File: src/rtl/param_data_memory_pkg.sv
// Shared types and helpers for the parametrised data memory.
package param_data_memory_pkg;

  typedef enum logic {
    CLEAR = 1'b0,
    IDLE  = 1'b1
  } state_t;

  localparam int MAX_DATA_W = 1024;
  localparam logic [MAX_DATA_W-1:0] ZERO_WORD = '0;

  function automatic int lane_count(input int data_w, input int lane_w);
    return data_w / lane_w;
  endfunction

endpackage

File: src/rtl/param_data_memory_lane_write_merge.sv
// Combinational merge of old word and new data under per-lane enables.
module lane_write_merge
  import param_data_memory_pkg::*;
#(
  parameter int DATA_W = 8,
  parameter int LANE_W = 8,
  parameter int LANES  = lane_count(DATA_W, LANE_W)
) (
  input  logic [DATA_W-1:0] old_word,
  input  logic [DATA_W-1:0] new_data,
  input  logic [LANES-1:0]  lane_en,
  output logic [DATA_W-1:0] merged
);

  always_comb begin
    merged = old_word;
    for (int i = 0; i < LANES; i++) begin
      if (lane_en[i]) merged[i*LANE_W +: LANE_W] = new_data[i*LANE_W +: LANE_W];
    end
  end

endmodule

File: src/rtl/param_data_memory.sv
// Single-port data memory: lane-masked writes, two-stage registered reads,
// zero-fill sequence after every reset.
module param_data_memory
  import param_data_memory_pkg::*;
#(
  parameter int DATA_W = 8,
  parameter int LANE_W = 8,
  parameter int ADDR_W = 8,
  parameter int DEPTH  = 256
) (
  input  logic                     clk,
  input  logic                     reset,
  input  logic                     req_valid,
  output logic                     req_ready,
  input  logic                     write,
  input  logic [ADDR_W-1:0]        address,
  input  logic [DATA_W/LANE_W-1:0] lane_en,
  input  logic [DATA_W-1:0]        data_inputs,
  output logic                     rsp_valid,
  output logic [DATA_W-1:0]        data_outputs,
  output logic                     err,
  output logic                     busy
);

  localparam int LANES = lane_count(DATA_W, LANE_W);

  generate
    if (DATA_W % LANE_W != 0) begin : g_lane_chk
      $error("DATA_W must be a multiple of LANE_W");
    end
    if (DEPTH < 1 || DEPTH > 2**ADDR_W) begin : g_depth_chk
      $error("DEPTH must lie in 1..2**ADDR_W");
    end
  endgenerate

  state_t            state;
  logic [ADDR_W:0]   clr_addr;
  logic [DATA_W-1:0] mem [DEPTH];

  logic              accept;
  logic              in_range;
  logic              clearing;
  logic              wr_en;
  logic [ADDR_W-1:0] wr_addr;
  logic [LANES-1:0]  wr_lanes;
  logic [DATA_W-1:0] wr_data;
  logic [DATA_W-1:0] merged;

  // Read pipeline stage between acceptance and the visible response.
  logic              pend_vld;
  logic              pend_err;
  logic [DATA_W-1:0] pend_dat;

  assign accept   = req_valid && req_ready;
  assign in_range = ({1'b0, address} < (ADDR_W+1)'(DEPTH));
  assign clearing = (state == CLEAR) && !reset;
  assign wr_en    = clearing || (accept && write && in_range);
  assign wr_addr  = clearing ? clr_addr[ADDR_W-1:0] : address;
  assign wr_lanes = clearing ? '1 : lane_en;
  assign wr_data  = clearing ? ZERO_WORD[DATA_W-1:0] : data_inputs;

  lane_write_merge #(
    .DATA_W (DATA_W),
    .LANE_W (LANE_W),
    .LANES  (LANES)
  ) u_merge (
    .old_word (mem[wr_addr]),
    .new_data (wr_data),
    .lane_en  (wr_lanes),
    .merged   (merged)
  );

  always_ff @(posedge clk) begin
    if (wr_en) mem[wr_addr] <= merged;
  end

  always_ff @(posedge clk) begin
    if (reset) begin
      state        <= CLEAR;
      clr_addr     <= '0;
      req_ready    <= 1'b0;
      busy         <= 1'b1;
      pend_vld     <= 1'b0;
      pend_err     <= 1'b0;
      pend_dat     <= '0;
      rsp_valid    <= 1'b0;
      err          <= 1'b0;
      data_outputs <= '0;
    end else begin
      rsp_valid <= pend_vld;
      err       <= pend_err;
      if (pend_vld) data_outputs <= pend_dat;

      pend_vld <= accept && !write;
      pend_err <= accept && !in_range;
      pend_dat <= in_range ? mem[address] : '0;

      case (state)
        CLEAR: begin
          if (clr_addr == (ADDR_W+1)'(DEPTH-1)) begin
            state     <= IDLE;
            req_ready <= 1'b1;
            busy      <= 1'b0;
          end else begin
            clr_addr <= clr_addr + 1'b1;
          end
        end
        IDLE: begin
          req_ready <= 1'b1;
          busy      <= 1'b0;
        end
        default: state <= CLEAR;
      endcase
    end
  end

endmodule

File: config.mk
export PLATFORM = sky130hd
export DESIGN_NAME = param_data_memory
export DESIGN_NICKNAME = d
export VERILOG_FILES = /design/src/rtl/param_data_memory_pkg.sv /design/src/rtl/param_data_memory_lane_write_merge.sv /design/src/rtl/param_data_memory.sv
export SDC_FILE = /design/constraint.sdc
export NUM_CORES = 2
export LEC_CHECK = 0
export BUFFER_PORTS_ARGS = -buffer_cell sky130_fd_sc_hd__buf_2
export CORE_UTILIZATION = 46
export DETAILED_ROUTE_END_ITERATION = 12
export GPL_ROUTABILITY_DRIVEN = 0
export PLACE_DENSITY = 0.61
export SLEW_MARGIN = 40
export SYNTH_ARGS = -nofsm -noshare
export SYNTH_HDL_FRONTEND = slang
export SYNTH_SLANG_ARGS = --single-unit
export TNS_END_PERCENT = 1
File: constraint.sdc
create_clock -name clk -period 11.38 [get_ports clk]
set_input_delay 0.569 -clock clk [delete_from_list [all_inputs] [get_ports clk]]
set_output_delay 0.569 -clock clk [all_outputs]
set_load 0.01 [all_outputs]
; ---- Yosys cells after proc, flatten, opt, wreduce, memory -nomap -nowiden
; Memories as Yosys holds them, arrays and structs flattened. A register that Yosys moved wholly into a read port is not among the register bits.
; Index checks and enable logic that the tools add are counted.
[totals]
output_inout_bits = 12
word_cells = 35
ramBits = 2048
n_memories = 1
ff_bits = 22
inputBits = 21
[op_classes]
n_addsub = 1
reduce_logical = 9
n_bitwise = 2
n_eq_ne = 3
n_mux = 12
[memory_table]
columns = memory, depth, width, rd, rd_ports_with_merged_regs, wr, line
row1 = mem, 256, 8, 1, 1, 1, param_data_memory.sv:38  ; logic [DATA_W-1:0] mem [DEPTH];
[op_table]
columns = op, count
row1 = 2-to-1 mux 8 bit, 3
row2 = "adder 9 x 1 -> 9 bit, second input constant", 1
row3 = "== test 9 x 8 -> 1 bit, second input constant", 1
row4 = 2-to-1 mux 1 bit, 7
row5 = logical AND 1 bit, 4
row6 = one-hot mux 1 bit (2 select lines), 2
row7 = AND reduction 2 bit, 2
row8 = logical NOT 1 bit, 2
row9 = "inequality test 2 x 1 -> 1 bit, second input constant", 1
row10 = inverter 1 bit, 2
row11 = logical OR 1 bit, 1
row12 = "inequality test 1 bit, second input constant", 1

; ---- Depth between registers and ports, before layout
[logic_depth]
word_depth = 6
ltp_mapped = 12
ltp_nobuf = 9

; ---- Modules after synthesis
; A second synthesis with hierarchy kept.
[unflattened]
cells_unflattened = 5432
hier_area_um2 = 93607.3
[modules_own_cells]
columns = mod, area_each_um2, seq_area_each_um2, cells_each, n_inst
row1 = param_data_memory, 93475.9, 62099.6, 5423, 1
row2 = lane_write_merge, 131.4, 0.0, 9, 1

; ---- Least setup slack after synthesis
; No wires, ideal clock.
[synth_path]
kind = input to register
from = in reset
to = mem mem[0][0], data pin
setup_time_ns = 0.869
setup_slack_ns = 6.119
t_arrival_ns = 4.392
cell_stages = 4
required_ns = 10.511
n_path_buf = 2
cell_sequence = buf_2 or2_1 clkbuf_1 and2_1
[synth_between]
elab_chain_len = 4
[synth_rtl]
columns = item, line
row1 = start: declaration, param_data_memory.sv:12  ; input logic reset,
row2 = logical NOT 1 bit, param_data_memory.sv:56  ; assign clearing = (state == CLEAR) && !reset;
row3 = logical AND 1 bit, param_data_memory.sv:56
row4 = 2-to-1 mux 8 bit, param_data_memory.sv:60  ; assign wr_data = clearing ? ZERO_WORD[DATA_W-1:0] : data_inputs;
row5 = 2-to-1 mux 8 bit, param_data_memory_lane_write_merge.sv:18  ; if (lane_en[i]) merged[i*LANE_W +: LANE_W] = new_data[i*LANE_W +: LANE_W];
row6 = net merged[0], param_data_memory.sv:47  ; logic [DATA_W-1:0] merged;
row7 = end: declaration, param_data_memory.sv:38
; The timed path passes the listed nets, and every way through them passes these cells. The select of a mux whose other input is x is not followed.

==> implementation parameters <==
Parameter                              Value

Global route
  Largest net degree at the start of global routing ... 125
  All-Layer GR Usage ... 24.9%
  Antenna violations before repair ... 8
  GR Overflow Total ... 0
  Vias in the first global route ... 41.0k
  First-pass GRT wire length ... 316 mm

Cells and area
  Fill cell count ... 14.0k
  Layout Area Growth over Synthesis ... 11.2%
  Final Net Count ... 4236
  Area occupied by multi-input gates ... 18500 um2
  Area of all sequential standard cells ... 62100 um2
  Layout cell share with drive strength beyond 1 ... 22.0%
  Number of standard cells in the final layout excluding fillers ... 6715

Flow run
  Max capacitance violation total ... 0

Clock network
  Number of buffers on the longest clock path ... 3
  Clock sinks ... 2078
  Clock Root Buffer ... sky130_fd_sc_hd__clkbuf_16
  CTS tree ... yes
  Clock edge transition at the registers on the reported setup and hold paths ... 0.06 ns
  Worst-skew pair later-pin latency ... 0.85 ns
  CTS Buf Count ... 204
  Post-CTS setup-driven buffer insertion count ... 0
  H-tree depth ... 4

Worst setup path
  Worst R2R End ... mem[40][0]$_DFFE_PP_
  Crit start category ... primary input
  CP max stage delay ... 0.66 ns
  Arr. time, crit path ... 4.75 ns
  Reg2reg start ... state$_SDFF_PP0_
  Slowest-stage cell, CP ... sky130_fd_sc_hd__buf_4
  Depth of the worst register-to-register path ... 6
  R2R setup slack ... 7.44 ns
  Cells along the critical path ... buf_8 -> buf_4 -> buf_12 -> buf_12 -> mux4_2 -> mux2_2 -> o22ai_1 -> nor4_1 -> o2111ai_1 -> o22ai_1
  Crit-path max FO ... 87
  Required time at the endpoint of the critical path ... 12.09 ns
  Nature of the critical path endpoint ... register
  Critical path type ... in -> reg

STA
  Number of endpoints failing setup at the final stage ... 0
  Total negative slack for setup checks ... 0 ns
  Period Utilization, post-route ... 35.4%
  Worst Max-Slew Pin Slew ... 0.932 ns
  Maximum achievable frequency ... 248 MHz
  Setup WS post-layout ... 7.35 ns
  Max-slew violations ... 0
  Setup repair after global routing missed its margin ... false
  Max_slew headroom ... 37.6%
  Final critical path time including I/O delays and setup ... 4.03 ns
  Hold Vio Cnt, Final ... 0
  Clock skew after layout ... 0.0498 ns

Die
  Core region area ... 176000 um2
  Effective utilization at floorplan ... 46.4%
  IO Count ... 33
  Overall die width ... 424 um
  Die Area ... 180000 um2
  Number of rows created at floorplan ... 154
  Vertical die dimension ... 424 um

Pwr
  Power per cell area ... 172 nW/um2
  Post-layout total power ... 15.6 mW
  Maximum ir drop on the vdd rail ... 0.165 mV
  Reported leakage power ... 28.6 nW

Detailed routing
  Number of detailed-route iterations in the first pass ... 5
  Detailed Route Iter0 Violations ... 5254
  Routed wire length ... 225 mm
  Wire per inst ... 33.4 um
  DRC ... 0
  Post-route antenna net violation count ... 0
  Total vias in the final route ... 42.0k
  Drt via density ... 6.26

Synthesis
  Proportion of synthesized chip area in sequential cells ... 75.8%
  Asr flop ratio synth ... 0%
  Cells after synthesis ... 4136
  Post-synth EDFFs ... 2048
  Most common flop cell mapped by yosys ... sky130_fd_sc_hd__edfxtp_1
  Number of distinct library cell variants in the gate-level netlist after synthesis ... 79
  Synthesized area divided by synthesized cell count ... 19.8 um2
  Yosys Warn Count ... 0
  Flop and latch count out of synthesis ... 2078
  Combined area of all synthesized cells ... 81900 um2
  Net count of the mapped netlist ... 4159

Hold path
  Cell depth of the worst hold path ... 3
  Type of the worst min-delay path ... in -> reg
  Worst hold path endpoint ... pend_vld$_SDFF_PP0_
  Worst hold start ... req_valid

Run status
  Status ... finished, final reports clean

Placement
  Cell total after placement ... 6345
  HPWL after detailed placement ... 140 mm
  Count of input and output buffers ... 31
  Worst setup slack before clock tree synthesis ... 6.39 ns
-- where the power goes --
| group | internal (mW) | switching, mW | total, mW |
|---|---|---|---|
| logic | 0.239 | 0.556 | 0.795 |
| registers | 8.42 | 0.0171 | 8.44 |
| clock network | 3.54 | 2.85 | 6.40 |
-- cell usage in the layout, fill, tap and decap left out, types with 8 or more instances in the layout --
cell type / netlist / final
sky130_fd_sc_hd__buf_12: 14 / 14
sky130_fd_sc_hd__nand3_1: 75 / 68
sky130_fd_sc_hd__clkbuf_16: 0 / 207
sky130_fd_sc_hd__a22oi_1: 77 / 77
sky130_fd_sc_hd__clkbuf_1: 80 / 54
sky130_fd_sc_hd__clkinv_2: 0 / 25
sky130_fd_sc_hd__buf_2: 69 / 27
sky130_fd_sc_hd__nor3_1: 43 / 40
sky130_fd_sc_hd__nor4_1: 15 / 13
sky130_fd_sc_hd__o221ai_1: 60 / 60
sky130_fd_sc_hd__buf_4: 37 / 74
sky130_fd_sc_hd__o211ai_1: 9 / 9
sky130_fd_sc_hd__mux2i_1: 297 / 297
sky130_fd_sc_hd__o21ai_0: 63 / 63
sky130_fd_sc_hd__nand2_1: 112 / 101
sky130_fd_sc_hd__nor2_1: 296 / 136
sky130_fd_sc_hd__mux4_2: 319 / 319
sky130_fd_sc_hd__buf_6: 30 / 9
sky130_fd_sc_hd__o21ai_1: 9 / 9
sky130_fd_sc_hd__clkinv_1: 1 / 50
sky130_fd_sc_hd__o22ai_1: 71 / 71
sky130_fd_sc_hd__mux4_1: 49 / 49
sky130_fd_sc_hd__nor2_2: 1 / 158
sky130_fd_sc_hd__edfxtp_1: 2048 / 2048
sky130_fd_sc_hd__and2_4: 0 / 8
sky130_fd_sc_hd__a221oi_1: 11 / 11
sky130_fd_sc_hd__bufinv_16: 0 / 8
sky130_fd_sc_hd__or3_1: 11 / 10
sky130_fd_sc_hd__mux2_2: 15 / 15
sky130_fd_sc_hd__a211oi_1: 21 / 21
sky130_fd_sc_hd__o31ai_1: 9 / 9
sky130_fd_sc_hd__nand2_2: 0 / 10
sky130_fd_sc_hd__a21oi_1: 59 / 59
sky130_fd_sc_hd__a31oi_1: 11 / 11
sky130_fd_sc_hd__dfxtp_1: 30 / 30
sky130_fd_sc_hd__nand4_1: 19 / 19
-- layer usage --
| metal | up-vias | GRT usage, % | wire [um] |
|---|---|---|---|
| li1 | 17300 | - | - |
| met1 | 22300 | 34.9 | 90800 |
| met2 | 2106 | 39.2 | 106000 |
| met3 | 383 | 5.16 | 20100 |
| met4 | 6 | 8.09 | 7800 |
| met5 | - | 0 | 40 |
-- cell usage after synthesis (11+ instances only) --
library cell,count,area [um2]
sky130_fd_sc_hd__nand2_1,112,420
sky130_fd_sc_hd__buf_8,20,300
sky130_fd_sc_hd__nand4_1,19,119
sky130_fd_sc_hd__a31oi_1,11,68.8
sky130_fd_sc_hd__o221ai_1,60,526
sky130_fd_sc_hd__buf_4,37,278
sky130_fd_sc_hd__and2_1,15,93.8
sky130_fd_sc_hd__o22ai_1,71,444
sky130_fd_sc_hd__a22oi_1,77,578
sky130_fd_sc_hd__buf_2,69,345
sky130_fd_sc_hd__dfxtp_1,30,601
sky130_fd_sc_hd__or3_1,11,68.8
sky130_fd_sc_hd__mux2_2,15,169
sky130_fd_sc_hd__mux4_1,49,1290
sky130_fd_sc_hd__mux2i_1,297,2970
sky130_fd_sc_hd__mux4_2,319,7180
sky130_fd_sc_hd__a221oi_1,11,96.3
sky130_fd_sc_hd__nand3_1,75,375
sky130_fd_sc_hd__clkbuf_1,80,300
sky130_fd_sc_hd__a211oi_1,21,158
sky130_fd_sc_hd__buf_6,30,338
sky130_fd_sc_hd__buf_12,14,280
sky130_fd_sc_hd__nor3_1,43,215
sky130_fd_sc_hd__o21ai_0,63,315
sky130_fd_sc_hd__nor2_1,296,1110
sky130_fd_sc_hd__edfxtp_1,2048,61500
sky130_fd_sc_hd__a21oi_1,59,295
sky130_fd_sc_hd__nor4_1,15,93.8
-- critical path: cells and delay by family --
family | cells | cell delay, ns
buf+inv | 4 | 2.26
mux | 2 | 0.90
compound gates | 3 | 0.69
simple gates | 1 | 0.10
-- layout make-up --
class                           count  share of cell area [%]
Sequential cell                  2078                    68.2
Multi-Input combinational cell   1789                    20.3
Clock buffer                      266                    5.99
Tap cell                         2340                    3.22
Timing Repair Buffer              133                    1.39
Clock inverter                    100                   0.861
Inverter                            7                  0.0316
Antenna cell                        2                 0.00550
-- state kept, by name, summed over array words and instances, names as in the netlist --
signal / cells
data_outputs: 8
req_ready: 1
pend_vld: 1
clr_addr: 9
state: 1
pend_dat: 8
rsp_valid: 1
busy: 1
mem: 2048
-- metrics by stage --
step	hold slack [ns]	area, um2	util, %
after global routing	0.141	91000	51.6
after floorplan	0.441	81900	-
after detailed placement	0.488	84500	47.9
after CTS	0.153	90800	51.4
after global placement	0.468	83900	47.5
final	0.205	91000	51.6
-- how the worst max path moves through the flow --
stage / start / to / slack (ns) / cells past startpoint
final: address[0] / pend_dat[7]$_SDFF_PP0_ / 7.35 / 10
after global routing: address[0] / pend_dat[7]$_SDFF_PP0_ / 7.15 / 10
after CTS: address[0] / pend_dat[2]$_SDFF_PP0_ / 7.28 / 10
after detailed placement: address[0] / pend_dat[2]$_SDFF_PP0_ / 6.39 / 10
after global placement: address[0] / pend_dat[2]$_SDFF_PP0_ / 5.92 / 10
after floorplan: reset / mem[0][0]$_DFFE_PP_ / 6.12 / 4
-- cell families (layout without fill, tap and decap cells) --
logic type	Yosys count	after routing	synth area share [%]
DFF	2078	2078	75.8
muxes	680	680	14.2
and+or+nand+nor	641	641	3.58
AOI/OAI and AO/OA	458	458	3.94
buffers and inverters	269	506	2.35
xor gates and xnor gates	7	7	0.0749
adders and majority gates	2	2	0.0306
other	1	3	0.00458
-- timing repair --
action	4_1_cts	5_1_grt
hold endpoints to repair	1	0
gates resized for setup	0	0
hold buffers	1	0
No activity file was read; power rests on OpenSTA's default activity.
